## src/rtl/decode.sv

```systemverilog
// Decode stage: 32x32 register file with write-before-read bypass, MIPS-subset
// decoder, load-use hazard detection, and a registered bundle for execute.
package decode_pkg;
  localparam int unsigned XLEN   = 32;
  localparam int unsigned REG_AW = 5;
  localparam int unsigned NREG   = 32;

  localparam logic [5:0] OP_RTYPE = 6'h00;
  localparam logic [5:0] OP_J     = 6'h02;
  localparam logic [5:0] OP_BEQ   = 6'h04;
  localparam logic [5:0] OP_BNE   = 6'h05;
  localparam logic [5:0] OP_ADDI  = 6'h08;
  localparam logic [5:0] OP_ADDIU = 6'h09;
  localparam logic [5:0] OP_SLTI  = 6'h0A;
  localparam logic [5:0] OP_ANDI  = 6'h0C;
  localparam logic [5:0] OP_ORI   = 6'h0D;
  localparam logic [5:0] OP_XORI  = 6'h0E;
  localparam logic [5:0] OP_LUI   = 6'h0F;
  localparam logic [5:0] OP_LW    = 6'h23;
  localparam logic [5:0] OP_SW    = 6'h2B;

  localparam logic [5:0] F_SLL  = 6'h00;
  localparam logic [5:0] F_SRL  = 6'h02;
  localparam logic [5:0] F_SRA  = 6'h03;
  localparam logic [5:0] F_ADD  = 6'h20;
  localparam logic [5:0] F_ADDU = 6'h21;
  localparam logic [5:0] F_SUB  = 6'h22;
  localparam logic [5:0] F_SUBU = 6'h23;
  localparam logic [5:0] F_AND  = 6'h24;
  localparam logic [5:0] F_OR   = 6'h25;
  localparam logic [5:0] F_XOR  = 6'h26;
  localparam logic [5:0] F_NOR  = 6'h27;
  localparam logic [5:0] F_SLT  = 6'h2A;
  localparam logic [5:0] F_SLTU = 6'h2B;

  typedef enum logic [3:0] {
    ALU_ADD  = 4'd0,  ALU_SUB = 4'd1, ALU_AND = 4'd2, ALU_OR  = 4'd3,
    ALU_XOR  = 4'd4,  ALU_NOR = 4'd5, ALU_SLT = 4'd6, ALU_SLTU = 4'd7,
    ALU_SLL  = 4'd8,  ALU_SRL = 4'd9, ALU_SRA = 4'd10, ALU_LUI = 4'd11
  } alu_op_e;

  typedef enum logic [1:0] {
    BR_NONE = 2'd0, BR_BEQ = 2'd1, BR_BNE = 2'd2, BR_J = 2'd3
  } branch_e;

  typedef struct packed {
    logic              valid;
    logic [XLEN-1:0]   pc;
    logic [XLEN-1:0]   rs_data;
    logic [XLEN-1:0]   rt_data;
    logic [XLEN-1:0]   imm;
    logic [REG_AW-1:0] shamt;
    logic [REG_AW-1:0] dest;
    alu_op_e           alu_op;
    logic              alu_src;
    logic              mem_rd;
    logic              mem_wr;
    logic              reg_wr;
    branch_e           branch;
    logic              illegal;
  } bundle_t;
endpackage

module decode
  import decode_pkg::*;
(
  input  logic              clk_in,
  input  logic              rst_n_in,
  input  logic [XLEN-1:0]   insn_in,
  input  logic [XLEN-1:0]   pc_in,
  input  logic              valid_in,
  input  logic              stall_in,
  input  logic              wb_en_in,
  input  logic [REG_AW-1:0] wb_addr_in,
  input  logic [XLEN-1:0]   wb_data_in,
  output logic              stall_out,
  output logic              valid_out,
  output logic [XLEN-1:0]   pc_out,
  output logic [XLEN-1:0]   rs_data_out,
  output logic [XLEN-1:0]   rt_data_out,
  output logic [XLEN-1:0]   imm_out,
  output logic [REG_AW-1:0] shamt_out,
  output logic [REG_AW-1:0] dest_out,
  output logic [3:0]        alu_op_out,
  output logic              alu_src_out,
  output logic              mem_rd_out,
  output logic              mem_wr_out,
  output logic              reg_wr_out,
  output logic [1:0]        branch_out,
  output logic              illegal_out
);

  logic [XLEN-1:0]   regs_q [NREG];
  logic [XLEN-1:0]   regs_d [NREG];
  bundle_t           bundle_q, bundle_d, dec;
  logic [5:0]        opcode, funct;
  logic [REG_AW-1:0] rs, rt, rd;
  logic [XLEN-1:0]   rs_val, rt_val, imm_sext, imm_zext;
  logic              reads_rt, hazard;

  assign opcode   = insn_in[31:26];
  assign funct    = insn_in[5:0];
  assign rs       = insn_in[25:21];
  assign rt       = insn_in[20:16];
  assign rd       = insn_in[15:11];
  assign imm_sext = {{16{insn_in[15]}}, insn_in[15:0]};
  assign imm_zext = {16'h0000, insn_in[15:0]};

  // Register file write; $0 is never written
  always_comb begin
    regs_d = regs_q;
    if (wb_en_in && (wb_addr_in != '0)) regs_d[wb_addr_in] = wb_data_in;
  end

  always_ff @(posedge clk_in) begin
    if (!rst_n_in) regs_q <= '{default: '0};
    else           regs_q <= regs_d;
  end

  // Operand reads with same-cycle writeback bypass
  always_comb begin
    rs_val = regs_q[rs];
    rt_val = regs_q[rt];
    if (rs == '0)                                rs_val = '0;
    else if (wb_en_in && (wb_addr_in == rs))     rs_val = wb_data_in;
    if (rt == '0)                                rt_val = '0;
    else if (wb_en_in && (wb_addr_in == rt))     rt_val = wb_data_in;
  end

  // Instruction decode into a candidate bundle
  always_comb begin
    dec         = '0;
    reads_rt    = 1'b0;
    dec.valid   = 1'b1;
    dec.pc      = pc_in;
    dec.rs_data = rs_val;
    dec.rt_data = rt_val;
    dec.shamt   = insn_in[10:6];
    case (opcode)
      OP_RTYPE: begin
        reads_rt   = 1'b1;
        dec.dest   = rd;
        dec.reg_wr = 1'b1;
        case (funct)
          F_ADD, F_ADDU: dec.alu_op = ALU_ADD;
          F_SUB, F_SUBU: dec.alu_op = ALU_SUB;
          F_AND:         dec.alu_op = ALU_AND;
          F_OR:          dec.alu_op = ALU_OR;
          F_XOR:         dec.alu_op = ALU_XOR;
          F_NOR:         dec.alu_op = ALU_NOR;
          F_SLT:         dec.alu_op = ALU_SLT;
          F_SLTU:        dec.alu_op = ALU_SLTU;
          F_SLL:         dec.alu_op = ALU_SLL;
          F_SRL:         dec.alu_op = ALU_SRL;
          F_SRA:         dec.alu_op = ALU_SRA;
          default:       dec.illegal = 1'b1;
        endcase
      end
      OP_ADDI, OP_ADDIU, OP_SLTI: begin
        dec.alu_op  = (opcode == OP_SLTI) ? ALU_SLT : ALU_ADD;
        dec.alu_src = 1'b1;
        dec.reg_wr  = 1'b1;
        dec.dest    = rt;
        dec.imm     = imm_sext;
      end
      OP_ANDI, OP_ORI, OP_XORI: begin
        dec.alu_op  = (opcode == OP_ANDI) ? ALU_AND :
                      (opcode == OP_ORI)  ? ALU_OR  : ALU_XOR;
        dec.alu_src = 1'b1;
        dec.reg_wr  = 1'b1;
        dec.dest    = rt;
        dec.imm     = imm_zext;
      end
      OP_LUI: begin
        dec.alu_op  = ALU_LUI;
        dec.alu_src = 1'b1;
        dec.reg_wr  = 1'b1;
        dec.dest    = rt;
        dec.imm     = {insn_in[15:0], 16'h0000};
      end
      OP_LW: begin
        dec.alu_src = 1'b1;
        dec.mem_rd  = 1'b1;
        dec.reg_wr  = 1'b1;
        dec.dest    = rt;
        dec.imm     = imm_sext;
      end
      OP_SW: begin
        reads_rt    = 1'b1;
        dec.alu_src = 1'b1;
        dec.mem_wr  = 1'b1;
        dec.imm     = imm_sext;
      end
      OP_BEQ, OP_BNE: begin
        reads_rt   = 1'b1;
        dec.alu_op = ALU_SUB;
        dec.branch = (opcode == OP_BEQ) ? BR_BEQ : BR_BNE;
        dec.imm    = imm_sext;
      end
      OP_J: begin
        dec.branch = BR_J;
        dec.imm    = {pc_in[31:28], insn_in[25:0], 2'b00};
      end
      default: dec.illegal = 1'b1;
    endcase
    // Illegal encodings carry no control or immediate, only the flag
    if (dec.illegal) begin
      dec.imm     = '0;
      dec.dest    = '0;
      dec.alu_op  = ALU_ADD;
      dec.alu_src = 1'b0;
      dec.mem_rd  = 1'b0;
      dec.mem_wr  = 1'b0;
      dec.reg_wr  = 1'b0;
      dec.branch  = BR_NONE;
    end
  end

  // Load in the registered bundle feeding a source of the current instruction
  assign hazard = bundle_q.valid && bundle_q.mem_rd && (bundle_q.dest != '0) &&
                  ((bundle_q.dest == rs) || (reads_rt && (bundle_q.dest == rt)));

  assign stall_out = stall_in | (rst_n_in & hazard);

  // Hold under downstream stall, bubble on hazard or empty slot
  always_comb begin
    bundle_d = bundle_q;
    if (!stall_in) begin
      if (hazard || !valid_in) bundle_d = '0;
      else                     bundle_d = dec;
    end
  end

  always_ff @(posedge clk_in) begin
    if (!rst_n_in) bundle_q <= '0;
    else           bundle_q <= bundle_d;
  end

  assign valid_out   = bundle_q.valid;
  assign pc_out      = bundle_q.pc;
  assign rs_data_out = bundle_q.rs_data;
  assign rt_data_out = bundle_q.rt_data;
  assign imm_out     = bundle_q.imm;
  assign shamt_out   = bundle_q.shamt;
  assign dest_out    = bundle_q.dest;
  assign alu_op_out  = bundle_q.alu_op;
  assign alu_src_out = bundle_q.alu_src;
  assign mem_rd_out  = bundle_q.mem_rd;
  assign mem_wr_out  = bundle_q.mem_wr;
  assign reg_wr_out  = bundle_q.reg_wr;
  assign branch_out  = bundle_q.branch;
  assign illegal_out = bundle_q.illegal;

endmodule

```

## config.mk

```make
export PLATFORM = sky130hd
export DESIGN_NAME = decode
export DESIGN_NICKNAME = d
export VERILOG_FILES = /design/src/rtl/decode.sv
export SDC_FILE = /design/constraint.sdc
export NUM_CORES = 2
export LEC_CHECK = 0
export CORE_MARGIN = 2
export CORE_UTILIZATION = 50
export CTS_CLUSTER_DIAMETER = 30
export DETAILED_ROUTE_END_ITERATION = 10
export HOLD_SLACK_MARGIN = 0.08
export PLACE_DENSITY = 0.64
export SYNTH_ARGS = -nofsm -noshare
export SYNTH_HDL_FRONTEND = slang
export SYNTH_SLANG_ARGS = --single-unit
```

## constraint.sdc

```tcl
create_clock -name clk_in -period 2.9 [get_ports clk_in]
set_input_delay 0.435 -clock clk_in [delete_from_list [all_inputs] [get_ports clk_in]]
set_output_delay 0.435 -clock clk_in [all_outputs]
set_load 0.01 [all_outputs]
```

-- Yosys cells after proc, flatten, opt, wreduce, memory -nomap -nowiden
Index checks and enable logic that the tools add are counted.
Widths: inputs -> output; s select.
- output and inout bits: 151
- flip-flop bits (word level): 1174
- reduce and logical (&&, ||, !) cells: 28
- bitwise operators: 5
- muxes and demuxes: 32
- eq/ne operators: 28
- $lt $le $gt $ge: 4
- operators by type and width (cell ; count):
    $bwmux 1024 ; 1
    $bmux 32 s5 ; 2
    $mux 32 ; 10
    $demux 32 s5 ; 1
    $mux 150 ; 1
    $pmux 32 s4 ; 1
    $eq 6x6->1 const B ; 12
    $eq 6x4->1 const B ; 7
    $pmux 4 s10 ; 1
    $eq 5x5->1 ; 4
    $pmux 4 s5 ; 1
    $eq 6x2->1 const B ; 3
    $ge 6x6->1 const B ; 3
    $not 5->6 ; 3
    $reduce_or 9->1 ; 2
    $mux 15 ; 1
    $reduce_or 13->1 ; 1
    $eq 6x3->1 const B ; 2
    $logic_not 6->1 ; 2
    $reduce_or 12->1 ; 1
    $logic_not 5->1 ; 2
    $pmux 5 s2 ; 1
    $reduce_bool 5->1 ; 2
    $mux 3 ; 3
    other kinds (15) ; 30

-- Depth between registers and ports, before layout
- word-level depth: 8
- gate-level depth with buffers: 11
- mapped depth without buffers: 6

-- Worst setup path before layout
Ideal clock, no wire load.
- path type: input to register
- start: in insn_in[16]
- end: reg bundle_q (netlist bit rt_data_out[17])
- buffers on the path: 2
- cell stages on the path: 8
- data required time: 2.783 ns
- data arrival time: 2.537 ns
- path slack: 0.246 ns
- cells stage by stage: buf_2 > buf_1 > mux4_2 > a22o_1 > a2111oi_0 > a21oi_1 > a22oi_1 > nand2_1
- longest elaborated chain between the ends: 7
- elaborated cells between the ends (all ways): 15
- ends and longest elaborated chain (what ; line ; text):
    start: declaration ; 69 ; input logic [XLEN-1:0] insn_in,
    $not 5->6 (implied by the code) ; 123 ; rt_val = regs_q[rt];
    $bmux 32 s5 ; 123 ;
    $mux 32 (implied by the code) (2 in a row) ; 123 ;
    $mux 32 ; 127 ; else if (wb_en_in && (wb_addr_in == rt)) rt_val = wb_data_in;
    $mux 32 ; 126 ; if (rt == '0) rt_val = '0;
    $mux 150 * ; 229 ; if (hazard || !valid_in) bundle_d = '0;
    end signal: assignment ; 236 ; else bundle_q <= bundle_d;
    end: declaration ; 95 ; bundle_t bundle_q, bundle_d, dec;
Every way passes the cells marked *; elsewhere a longest branch is shown, timed or not. The select of a mux whose other input is x is not followed.
A chain may end at the register's enable or synchronous reset.

-- Worst setup path after layout
- start: reg bundle_q (netlist bit dest_out[0])
- end: out stall_out
- longest elaborated chain between the ends: 6
- elaborated cells between the ends (all ways): 9
- ends and longest elaborated chain (what ; line ; text):
    $eq 5x5->1 ; 221 ; ((bundle_q.dest == rs) || (reads_rt && (bundle_q.dest == rt)));
    $logic_and 1x1->1 ; 221 ;
    $logic_or 1x1->1 ; 221 ;
    $logic_and 1x1->1 * ; 220 ; assign hazard = bundle_q.valid && bundle_q.mem_rd && (bundle_q.dest != '0) &&
    $and 1x1->1 * ; 223 ; assign stall_out = stall_in | (rst_n_in & hazard);
    $or 1x1->1 * ; 223 ;
    end: declaration ; 76 ; output logic stall_out,
Every way passes the cells marked *; elsewhere a longest branch is shown, timed or not.

==> flow_metrics.py <==
metrics = {
    "outcome": {
        "outcome": "finished with violations",
        "violations": "negative setup slack",
    },
    "sta": {
        "finalWorstPathRequiredPeriod_ps": 3030,
        "crit_share_post_route": 1.05,
        "achievable_freq_mhz": 330,
        "timing.max_slew.rel_slack": 0.246,
        "totalNegativeSetupSlack_ps": -133,
        "clock_skew_ps": 43.4,
        "count_of_final_hold_check_violations": 0,
        "rsz_0062_raised_after_global_routing": "yes",
        "report.final.slew_viol_count": 0,
        "timing_worst_slew_pin_value_ps": 1130,
        "hold_ws_ps": 158,
        "finalSetupViolCount": 1,
        "fin_ws_ps": -133,
    },
    "cells_and_area": {
        "most-common-layout-cells": "sky130_fd_sc_hd__nand2_1 (2,144), sky130_fd_sc_hd__dfxtp_1 (1,171), sky130_fd_sc_hd__a21oi_1 (1,052)",
        "final_core_utilization": 0.648,
        "postLayoutCellArea_mm2": 0.0730,
        "final_cells": 8476,
        "layout.cells.most_common": "sky130_fd_sc_hd__nand2_1",
        "fin_nets": 6883,
        "final_layout_size_suffix_gt1_frac": 0.195,
        "syn2layout_area_growth_pct": 28.5,
    },
    "logic_synthesis": {
        "ys_seq_elements": 1174,
        "synth_cell_types": 66,
        "synth.yosys.seq_area_share": 0.414,
        "syn_area_mm2": 0.0568,
        "synth_nets": 6633,
        "synth_cells": 6527,
        "postSynthAreaPerCell_um2": 8.70,
        "synth_edf_count": 0,
        "proportion_of_synthesized_flip_flops_having_asynchronous_set_or_reset": 0,
        "dominantRegCellSynth": "sky130_fd_sc_hd__dfxtp_1",
        "ys.warnings.count": 0,
    },
    "detailed_routing": {
        "vias_per_cell": 6.54,
        "route.detailed.drc": 0,
        "drt_iter0_markers": 7604,
        "ant_nets": 0,
        "route.vias.total": 55400,
        "drt-pass1-iter-count": 6,
        "wl_um": 240000,
        "post_drt_wl_per_cell_um": 28.3,
    },
    "die": {
        "placeableCoreArea_mm2": 0.113,
        "top_level_ports": 257,
        "dieArea_mm2": 0.116,
        "chipWidth_um": 341,
        "chipHeight_um": 341,
        "initial_utilization": 0.504,
        "num_rows": 123,
    },
    "critical_path": {
        "timing.setup.critical_path_class": "reg2out",
        "timing.critical_path.fanout_max": 3,
        "cp_data_arrival_time_ps": 2600,
        "worstSetupEndpointType": "output port",
        "cp_data_required_time_ps": 2470,
        "critical_path.startpoint_type": "flop",
    },
    "min_path": {
        "worst_hold_path_type": "in2reg",
    },
    "placement": {
        "buffer_ports.inserted": 256,
        "dpl_cell_area_mm2": 0.0635,
        "dp_hpwl_um": 150000,
        "placed_cells": 7990,
        "finalWeightedCongestion": 0.940,
        "dpl_worst_slack_ps": -157,
    },
    "clock_tree": {
        "path_clk_slew_ps": 50,
        "cts_sinks": 1174,
        "tritoncts": "done",
        "htree_num_levels": 5,
        "cts_root_buf": "sky130_fd_sc_hd__clkbuf_16",
        "clk_path_buf_depth": 4,
        "clk_latency_ps": 880,
        "cts_inserted_buffers": 279,
    },
    "global_route": {
        "number_of_antenna_violations_at_the_first_check_in_global_routing": 11,
        "global_route.usage.met2": 0.594,
        "grt_use_total": 0.401,
        "grt.met3_usage": 0.117,
        "first_pass_grt_wire_length_um": 348000,
        "first_global_vias": 53200,
        "globalRouteMet1Util": 0.514,
        "globalRouteOverflowTotal": 0,
        "pin_count_of_the_biggest_net_entering_global_routing": 181,
        "busiest_layer": "met2",
    },
    "power_and_ir_drop": {
        "power.ir.vdd_worst_uv": 825,
        "powerDensity_mw_per_mm2": 702,
        "post-layout-total-power_mw": 51.2,
        "total_leakage_power_nw": 25.3,
    },
    "run": {
        "max-cap-violations": 0,
    },
}
==> worst paths after layout <==
path	from	endpoint	slack, ps	cells after the start
max	dest_out[0]	stall_out	-130	6
min	insn_in[23]	imm_out[25]	160	3
max reg2reg	dest_out[0]	rs_data_out[20]	250	10
min reg2reg	imm_out[24]	imm_out[24]	450	2
==> kinds of logic (layout without fill, tap and decap cells) <==
kind of cell / count (synthesis) / after routing / synth area share
other: 0 / 5 / 0
and+or+nand+nor: 2363 / 2363 / 0.163
xor gates and xnor gates: 25 / 25 / 0.00385
AOI/OAI and AO/OA: 1619 / 1619 / 0.172
muxes: 640 / 640 / 0.198
buffers and inverters: 706 / 1150 / 0.0491
DFF: 1174 / 1174 / 0.414
==> routing by layer <==
layer  vias up  routed length, µm
li1      23600                  -
met1     26800              88300
met2      3948             103000
met3      1013              31800
met4        14              16400
met5         -                 92
==> critical path, stage by stage (launching register included) <==
cell and delay [ps]:
sky130_fd_sc_hd__dfxtp_4 330, sky130_fd_sc_hd__or3_1 360, sky130_fd_sc_hd__o311a_1 340, sky130_fd_sc_hd__o2111a_2 150, sky130_fd_sc_hd__or2_4 270, sky130_fd_sc_hd__a21o_1 150, sky130_fd_sc_hd__buf_2 130
==> registers in the layout, indices dropped and copies added (netlist names) <==
signal / count
dest_out: 5
branch_out: 2
valid_out: 1
reg_wr_out: 1
rt_data_out: 32
regs_q: 1024
mem_rd_out: 1
shamt_out: 5
alu_src_out: 1
imm_out: 32
alu_op_out: 4
mem_wr_out: 1
rs_data_out: 32
pc_out: 32
illegal_out: 1
==> power by group <==
group / internal, mW / leakage (nW) / switching (mW)
clock network: 21.9 / 4.58 / 9.66
logic: 1.17 / 11.3 / 2.07
registers: 16.3 / 9.47 / 0.136
==> synth_stat cells, drive strengths merged, types with 8 or more instances <==
master / n / area [µm²]
o22a: 18 / 158
xnor2: 8 / 70.1
a221o: 15 / 150
a221oi: 16 / 140
a211oi: 40 / 350
nand2: 2177 / 8170
a222oi: 14 / 140
o211ai: 17 / 128
o21ai: 33 / 165
dfxtp: 1174 / 23500
xor2: 17 / 149
and2: 40 / 250
o22ai: 67 / 419
a21oi: 1052 / 5270
nand4: 17 / 106
a211o: 17 / 149
nor2: 51 / 191
a22o: 106 / 928
buf: 106 / 504
clkbuf: 595 / 2270
a2111oi: 38 / 333
a22oi: 122 / 916
nor3b: 19 / 143
o221ai: 46 / 403
nand2b: 8 / 50.1
mux4: 385 / 8670
mux2i: 255 / 2550
==> repair_timing <==
item,4_1_cts,5_1_grt
pin swaps,5,2
setup buffers,2,2
endpoints found under the setup margin,1,1
resized for setup,9,0
endpoints found under the hold margin,22,0
hold buffers,2,0
==> area by class of cell <==
cell class | instances | area [µm²]
well taps | 1500 | 1880
diodes | 5 | 12.5
multi-input cells | 4647 | 30900
clock buffers | 348 | 7720
clock inverters | 127 | 1690
repair buffers | 670 | 7240
inverters | 5 | 26.3
fillers | 9044 | 39700
flip-flops and latches | 1174 | 23500
(Power assumes the default switching activity.)
